File: src/rtl/cnn_div_pkg.sv
// Shared constants for the conv requantisation divider (cnn_div_seq_22s_14s).
package cnn_div_pkg;

    localparam int unsigned DIV_DIVIDEND_W = 22;
    localparam int unsigned DIV_DIVISOR_W  = 14;
    localparam int unsigned DIV_QUOTIENT_W = 8;
    localparam int unsigned DIV_CNT_W      = $clog2(DIV_DIVIDEND_W + 1);

    localparam int QUO_MAX = (1 << (DIV_QUOTIENT_W - 1)) - 1;
    localparam int QUO_MIN = -(1 << (DIV_QUOTIENT_W - 1));

    typedef logic [1:0] div_state_t;
    localparam div_state_t S_IDLE = 2'd0;
    localparam div_state_t S_CALC = 2'd1;
    localparam div_state_t S_FIX  = 2'd2;
    localparam div_state_t S_DONE = 2'd3;

endpackage

File: src/rtl/cnn_div_fix.sv
// Sign restoration plus saturation (CNN_DIV_SAT_EN) or two's-complement wrap
// of the unsigned quotient/remainder magnitudes.
module cnn_div_fix
    import cnn_div_pkg::*;
#(
    parameter int unsigned DW   = DIV_DIVIDEND_W,
    parameter int unsigned DSW  = DIV_DIVISOR_W,
    parameter int unsigned QW   = DIV_QUOTIENT_W,
    parameter int          QMAX = QUO_MAX,
    parameter int          QMIN = QUO_MIN
) (
    input  logic [DW-1:0]  qmag,
    input  logic [DSW-1:0] rmag,
    input  logic           sn,
    input  logic           sd,
    input  logic           dz,
    output logic [QW-1:0]  quotient_c,
    output logic [DSW-1:0] remainder_c,
    output logic           ovf_c
);

    logic [DW:0]        qext;
    logic signed [DW:0] qs;
    logic [DSW-1:0]     rs;

    // Quotient truncates toward zero; remainder follows the dividend's sign.
    assign qext = {1'b0, qmag};
    assign qs   = (sn ^ sd) ? $signed(~qext + (DW + 1)'(1)) : $signed(qext);
    assign rs   = sn ? (~rmag + DSW'(1)) : rmag;

`ifdef CNN_DIV_SAT_EN
    localparam logic signed [DW:0] QMAX_X = (DW + 1)'(QMAX);
    localparam logic signed [DW:0] QMIN_X = (DW + 1)'(QMIN);
`endif

    always_comb begin
        quotient_c  = qs[QW-1:0];
        remainder_c = rs;
        ovf_c       = 1'b0;
`ifdef CNN_DIV_SAT_EN
        if (qs > QMAX_X) begin
            quotient_c = QW'(QMAX);
            ovf_c      = 1'b1;
        end else if (qs < QMIN_X) begin
            quotient_c = QW'(QMIN);
            ovf_c      = 1'b1;
        end
`endif
        if (dz) begin
            quotient_c  = sn ? QW'(QMIN) : QW'(QMAX);
            remainder_c = '0;
            ovf_c       = 1'b0;
        end
    end

endmodule

File: src/rtl/cnn_div_seq_22s_14s.sv
// Sequential restoring signed divider, one quotient bit per clock, valid/ready
// on both sides. Saturating quotient when CNN_DIV_SAT_EN is defined, else wraps.
module cnn_div_seq_22s_14s
    import cnn_div_pkg::*;
#(
    parameter int unsigned DIVIDEND_WIDTH = DIV_DIVIDEND_W,
    parameter int unsigned DIVISOR_WIDTH  = DIV_DIVISOR_W,
    parameter int unsigned QUOTIENT_WIDTH = DIV_QUOTIENT_W
) (
    input  logic                      ap_clk,
    input  logic                      ap_rst,
    input  logic                      in_valid,
    output logic                      in_ready,
    input  logic [DIVIDEND_WIDTH-1:0] dividend,
    input  logic [DIVISOR_WIDTH-1:0]  divisor,
    output logic                      out_valid,
    input  logic                      out_ready,
    output logic [QUOTIENT_WIDTH-1:0] quotient,
    output logic [DIVISOR_WIDTH-1:0]  remainder,
    output logic                      ovf,
    output logic                      dz
);

    localparam int unsigned DW    = DIVIDEND_WIDTH;
    localparam int unsigned DSW   = DIVISOR_WIDTH;
    localparam int unsigned QW    = QUOTIENT_WIDTH;
    localparam int unsigned CNT_W = (DW == DIV_DIVIDEND_W) ? DIV_CNT_W : $clog2(DW + 1);

    div_state_t     state_q, state_d;
    logic [CNT_W-1:0] cnt_q;
    logic [DW-1:0]  acc_q;
    logic [DSW-1:0] rem_q;
    logic [DSW-1:0] dvs_q;
    logic           sn_q, sd_q, dz_q;

    logic           accept, div_zero, last_iter;
    logic [DW-1:0]  dvd_mag_c;
    logic [DSW-1:0] dvs_mag_c;
    logic [DSW:0]   trial_c, diff_c;
    logic           ge_c;
    logic [QW-1:0]  fix_q_c;
    logic [DSW-1:0] fix_r_c;
    logic           fix_ovf_c;

    assign accept    = in_valid && in_ready;
    assign div_zero  = (divisor == '0);
    assign last_iter = (cnt_q == CNT_W'(DW - 1));
    // -2^(W-1) negates to itself, which is the correct unsigned magnitude.
    assign dvd_mag_c = dividend[DW-1] ? (~dividend + DW'(1)) : dividend;
    assign dvs_mag_c = divisor[DSW-1] ? (~divisor + DSW'(1)) : divisor;

    // Restoring step: acc_q shifts dividend bits out of its MSB and quotient bits into its LSB.
    assign trial_c = {rem_q, acc_q[DW-1]};
    assign ge_c    = (trial_c >= {1'b0, dvs_q});
    assign diff_c  = trial_c - {1'b0, dvs_q};

    always_comb begin
        state_d = state_q;
        case (state_q)
            S_IDLE: if (in_valid) state_d = div_zero ? S_FIX : S_CALC;
            S_CALC: if (last_iter) state_d = S_FIX;
            S_FIX:  state_d = S_DONE;
            S_DONE: if (out_ready) state_d = S_IDLE;
            default: state_d = S_IDLE;
        endcase
    end

    always_ff @(posedge ap_clk or posedge ap_rst) begin
        if (ap_rst) state_q <= S_IDLE;
        else        state_q <= state_d;
    end

    always_ff @(posedge ap_clk or posedge ap_rst) begin
        if (ap_rst) begin
            cnt_q <= '0;
            acc_q <= '0;
            rem_q <= '0;
            dvs_q <= '0;
            sn_q  <= 1'b0;
            sd_q  <= 1'b0;
            dz_q  <= 1'b0;
        end else if (accept) begin
            cnt_q <= '0;
            acc_q <= dvd_mag_c;
            rem_q <= '0;
            dvs_q <= dvs_mag_c;
            sn_q  <= dividend[DW-1];
            sd_q  <= divisor[DSW-1];
            dz_q  <= div_zero;
        end else if (state_q == S_CALC) begin
            cnt_q <= cnt_q + CNT_W'(1);
            acc_q <= {acc_q[DW-2:0], ge_c};
            rem_q <= ge_c ? diff_c[DSW-1:0] : trial_c[DSW-1:0];
        end
    end

    cnn_div_fix #(
        .DW   (DW),
        .DSW  (DSW),
        .QW   (QW),
        .QMAX ((1 << (QW - 1)) - 1),
        .QMIN (-(1 << (QW - 1)))
    ) u_fix (
        .qmag        (acc_q),
        .rmag        (rem_q),
        .sn          (sn_q),
        .sd          (sd_q),
        .dz          (dz_q),
        .quotient_c  (fix_q_c),
        .remainder_c (fix_r_c),
        .ovf_c       (fix_ovf_c)
    );

    // Handshake flags follow the next state so they are pure registers.
    always_ff @(posedge ap_clk or posedge ap_rst) begin
        if (ap_rst) begin
            in_ready  <= 1'b1;
            out_valid <= 1'b0;
            quotient  <= '0;
            remainder <= '0;
            ovf       <= 1'b0;
            dz        <= 1'b0;
        end else begin
            in_ready  <= (state_d == S_IDLE);
            out_valid <= (state_d == S_DONE);
            if (state_q == S_FIX) begin
                quotient  <= fix_q_c;
                remainder <= fix_r_c;
                ovf       <= fix_ovf_c;
                dz        <= dz_q;
            end
        end
    end

endmodule

File: config.mk
export PLATFORM = sky130hd
export DESIGN_NAME = cnn_div_seq_22s_14s
export DESIGN_NICKNAME = d
export VERILOG_FILES = /design/src/rtl/cnn_div_pkg.sv /design/src/rtl/cnn_div_fix.sv /design/src/rtl/cnn_div_seq_22s_14s.sv
export SDC_FILE = /design/constraint.sdc
export NUM_CORES = 1
export LEC_CHECK = 0
export CORE_UTILIZATION = 55
export CTS_BUF_LIST = sky130_fd_sc_hd__clkbuf_8
export DETAILED_ROUTE_END_ITERATION = 6
export PLACE_DENSITY_LB_ADDON = 0.2
export SLEW_MARGIN = 40
export SYNTH_ARGS = -nofsm -noshare
export SYNTH_HDL_FRONTEND = slang
export SYNTH_SLANG_ARGS = --single-unit
File: constraint.sdc
create_clock -name ap_clk -period 7.4 [get_ports ap_clk]
set_clock_uncertainty 0.05 [all_clocks]
set_input_delay 1.11 -clock ap_clk [delete_from_list [all_inputs] [get_ports ap_clk]]
set_output_delay 1.11 -clock ap_clk [all_outputs]
set_load 0.02 [all_outputs]
# == Word level (Yosys, flattened, before mapping) ==
# Cells that the tools add are included.
# totals
reg_bits,85
latchBits,0
ramBits,0
romBits,0
in_bits,40
output_inout_bits,26
word_cells,54
mem_count,0
# op_classes
n_addsub,6
mul,0
n_div,0
magnitude_cmp,1
eq_ne,5
n_shift,0
mux,19
bitwise_logic,5
n_reduce_logical,5
# ops
operator,n
$mux 14,6
$mux 22,3
$add 14x1->14 const B,2
$not 14->14,2
$mux 8,3
$add 22x1->22 const B,1
$not 22->22,1
$ge 15x14->1,1
$logic_not 14->1,1
$sub 14x14->14,1
$mux 5,2
$add 8x1->8 const B,1
$mux 2,4
$not 8->8,1
$pmux 2 s4,1
$eq 2x2->1 const B,3
$add 5x1->5 const B,1
$eq 5x5->1 const B,1
$logic_not 2->1,2
$eq 2x1->1 const B,1
$reduce_bool 2->1,1
$logic_and 1x1->1,1
$xor 1x1->1,1

# == Longest topological paths before layout ==
# logic_depth
ltp_word,5
ltp_mapped,10
mapped_depth_nobuf,9

# == Hierarchy ==
# A second synthesis with hierarchy kept.
# hier_totals
hier_cells,684
area_unflattened_um2,5898.2
# by_module_without_submodules
mod,instances,cells_each,area_per_inst_um2,seq_area_each_um2
cnn_div_seq_22s_14s,1,555,5103.6,2153.3
cnn_div_fix,1,129,794.5,0.0

# == Least setup slack after synthesis ==
# OpenSTA, ideal clock, no wires.
# synth_path
path_type,in2reg
start,input dividend[1]
end,register acc_q[11]
setup_time_ps,82
t_arrival_ps,2521
required_ps,7268
slack_ps,4747
path_stages,6
n_path_buf,0
path_cell_list,or3_4 -> or4_4 -> o41ai_2 -> xnor2_1 -> nor2_1 -> a31oi_1
# synth_via
elab_chain_len,4
# synth_lines
element,line_no,source
from (decl),cnn_div_seq_22s_14s.sv:14,"input logic [DIVIDEND_WIDTH-1:0] dividend,"
$not 22->22,cnn_div_seq_22s_14s.sv:49,assign dvd_mag_c = dividend[DW-1] ? (~dividend + DW'(1)) : dividend;
$add 22x1->22,cnn_div_seq_22s_14s.sv:49,
$mux 22,cnn_div_seq_22s_14s.sv:49,
$mux 22,cnn_div_seq_22s_14s.sv:82,end else if (accept) begin
to (signal assigned),cnn_div_seq_22s_14s.sv:84,acc_q <= dvd_mag_c;
to (signal assigned),cnn_div_seq_22s_14s.sv:92,"acc_q <= {acc_q[DW-2:0], ge_c};"
to (decl),cnn_div_seq_22s_14s.sv:31,logic [DW-1:0] acc_q;
# No other way between the ends.
# A chain may end at the register's enable or synchronous reset.

# == Final worst setup path ==
# layout_path
start,input divisor[6]
end,register state_q[0]
# layout_via
elab_chain_len,4
# layout_lines
element,line_no,source
from (decl),cnn_div_seq_22s_14s.sv:15,"input logic [DIVISOR_WIDTH-1:0] divisor,"
$logic_not 14->1,cnn_div_seq_22s_14s.sv:46,assign div_zero = (divisor == '0);
$mux 2 (2 in series),cnn_div_seq_22s_14s.sv:60,S_IDLE: if (in_valid) state_d = div_zero ? S_FIX : S_CALC;
$pmux 2 s4,cnn_div_seq_22s_14s.sv:59,case (state_q)
net state_d[0],cnn_div_seq_22s_14s.sv:29,"div_state_t state_q, state_d;"
to (signal assigned),cnn_div_seq_22s_14s.sv:70,else state_q <= state_d;
to (decl),cnn_div_seq_22s_14s.sv:29,
# The timed path passes the listed nets, and every way through them passes these cells.

==> flow_summary.ini <==
[place]
gp_congestion = 0.882
portBuffers = 64
hpwl_um = 9060

[critical_path]
crit_required_ns = 7.57
critPathLaunchType = input port
arrival_ns = 3.09
cpPeakStageDelay_ns = 0.46
cp-startpoint = divisor[6]
path_buf_inv = 1
crit_family = simple AND/OR/NAND/NOR gates
crit_path_end_kind = flip-flop
regToRegStartpoint = rem_q[11]
path_max_fanout = 4
critPathSlowestCell = clkdlybuf4s50_1
crit_chain = clkdlybuf4s50_1 > or3_1 > or4_1 > nor2_1 > nand2_1 > a211oi_1 > a21oi_1
critical_path_class = input port to flip-flop

[sta]
hold_viol_final = 0
whs_ns = 0.435
fin_crit_sh = 0.395
worst_pin_slew_ns = 0.690
grt_setup_unrepaired = no
fin_tns_setup_ns = 0
min_period_ns = 2.93
slew_violations = 0
setup_violations = 0
slew_headroom = 0.538
fmax_mhz = 342

[grt]
grt_pass1_wl_um = 20700
grt_pass1_vias = 4428
antenna_found_initial = 0
grt_max_degree = 86
grt_use_total = 0.246
grt_overflow = 0

[cts]
cts_tree = yes
htreeDepth = 3
cts_resized = 0
cts_buffer_depth = 2
cts_root_buf = clkbuf_8
clkTransAtPathRegs_ns = 0.08
clkSinkCount = 85
cts_buffers = 9
clock_latency_ns = 0.36
cts_post_setup_buffers_inserted = 0
ctsHoldBuffers = 0

[die]
rows = 36
die_area_um2 = 10700
coreArea_um2 = 9860
ios = 66
die_w_um = 103
initial_core_util = 0.574
dieHeight_um = 103

[synthesis]
yosys_warnings = 0
async_flop_share = 1.00
synth_cell_types = 72
syn-cell-area_um2 = 5660
synth-seq-area-share = 0.376
ys.flop_type = dfrtp_1
syn_area_per_cell_um2 = 8.28
synthesis.nets = 746
synth_edf_count = 0
ys_ff_latch = 85
syn-instance-count = 684

[drt]
routed_via_density = 5.73
dr.pass1.iters = 5
routedWlPerCell_um = 14.3
routed_wl_um = 12400
vias = 4946
drc = 0
drt_iter0_markers = 325
ant_nets = 0

[finish]
syn_to_final_growth_pct = 16.5
fin_nets = 787
final_layout_size_suffix_gt1_frac = 0.0548
diodes = 0

[power]
totalPowerFinal_mw = 3.07
p_per_area_nw_per_um2 = 465
p_leak_nw = 2.84
ir_drop_v = 0.000226

[run_status]
status = complete, no violations

[job]
cap_violations = 0

[min_path]
hold_class = flip-flop to flip-flop
hp-start = dvs_q[8]
[final timing paths]
| check | endpoint | cells after the start | slack, ns |
|---|---|---|---|
| worst max register to register | rem_q[8] | 7 | 4.56 |
| worst min register to register | dvs_q[8] | 2 | 0.44 |
| min in group asynchronous | quotient[3] | 3 | 1.03 |
| max in group asynchronous | in_ready | 4 | 5.64 |
| worst min-delay path | dvs_q[8] | 2 | 0.44 |
| worst max-delay path | state_q[0] | 7 | 4.47 |
[stage by stage]
| stage | cell area (um2) | utilization | instances | setup slack [ns] |
|---|---|---|---|---|
| after floorplan | 5660 | - | 684 | 4.05 |
| after global placement | 6330 | 0.642 | 846 | 4.17 |
| after detailed placement | 6340 | 0.643 | 846 | 4.13 |
| after CTS | 6570 | 0.666 | 862 | 4.51 |
| after global routing | 6600 | 0.669 | 863 | 4.36 |
| final | 6600 | 0.669 | 863 | 4.47 |
[synthesized netlist by cell type (7+ instances only)]
master / number / area (um2)
o21ai_0: 56 / 280
o21ai_1: 19 / 95.1
dfrtp_1: 84 / 2100
xor2_1: 35 / 307
and3_1: 8 / 50.1
a31oi_1: 22 / 138
clkbuf_1: 26 / 97.6
ha_1: 21 / 263
a21oi_1: 31 / 155
o31ai_1: 14 / 105
inv_1: 30 / 113
nor2b_1: 8 / 50.1
nor2_1: 44 / 165
nor3_1: 7 / 35.0
a21o_1: 8 / 60.1
xnor2_1: 20 / 175
nand2_1: 134 / 503
[where the power goes]
part	total [mW]	switching (mW)	internal (mW)
clock	0.368	0.168	0.199
combinational	1.78	1.01	0.762
sequential	0.923	0.238	0.684
total	3.07	1.42	1.65
[worst min-delay path, stage by stage (launching register included)]
cell     delay [ns]
dfrtp_1        0.35
nand2_1        0.05
o21ai_0        0.06
[sequential cells by signal, indices dropped and copies added, names as in the netlist, 2 cells and up]
| signal | cells |
|---|---|
| state_q | 2 |
| rem_q | 14 |
| acc_q | 22 |
| quotient | 8 |
| remainder | 14 |
| cnt_q | 5 |
| dvs_q | 14 |
[layout by cell type, fill, tap and decap left out, types with 19 or more instances in the layout]
cell,instances
nand2_1,134
dfrtp_1,83
clkdlybuf4s50_1,64
o21ai_0,56
nor2_1,44
xor2_1,35
a21oi_1,31
inv_1,30
a31oi_1,22
ha_1,21
xnor2_1,20
o21ai_1,19
[cells by family after synthesis]
kind of cell	synth area share
buffers and inverters	0.0495
other	0.000662
adders and majority gates	0.0499
muxes	0.0146
DFF	0.376
AOI/OAI and AO/OA	0.214
and+or+nand+nor	0.211
xor gates and xnor gates	0.0851
[area by class of cell]
| cell class | count | area, um2 |
|---|---|---|
| Fill cell | 830 | 3270 |
| Multi-Input combinational cell | 530 | 3260 |
| Sequential cell | 85 | 2130 |
| Timing Repair Buffer | 68 | 694 |
| Tap cell | 133 | 166 |
| Clock buffer | 10 | 138 |
| Inverter | 31 | 118 |
| Clock inverter | 6 | 86.3 |
[routing by layer]
layer / GRT usage / share of wire / up-vias
met5: 0 / 0 / -
met2: 0.392 / 0.48 / 117
li1: - / - / 2485
met1: 0.353 / 0.48 / 2332
met4: 0.0802 / 0.012 / 0
met3: 0.0262 / 0.036 / 12
No activity file was read; power rests on OpenSTA's default activity.
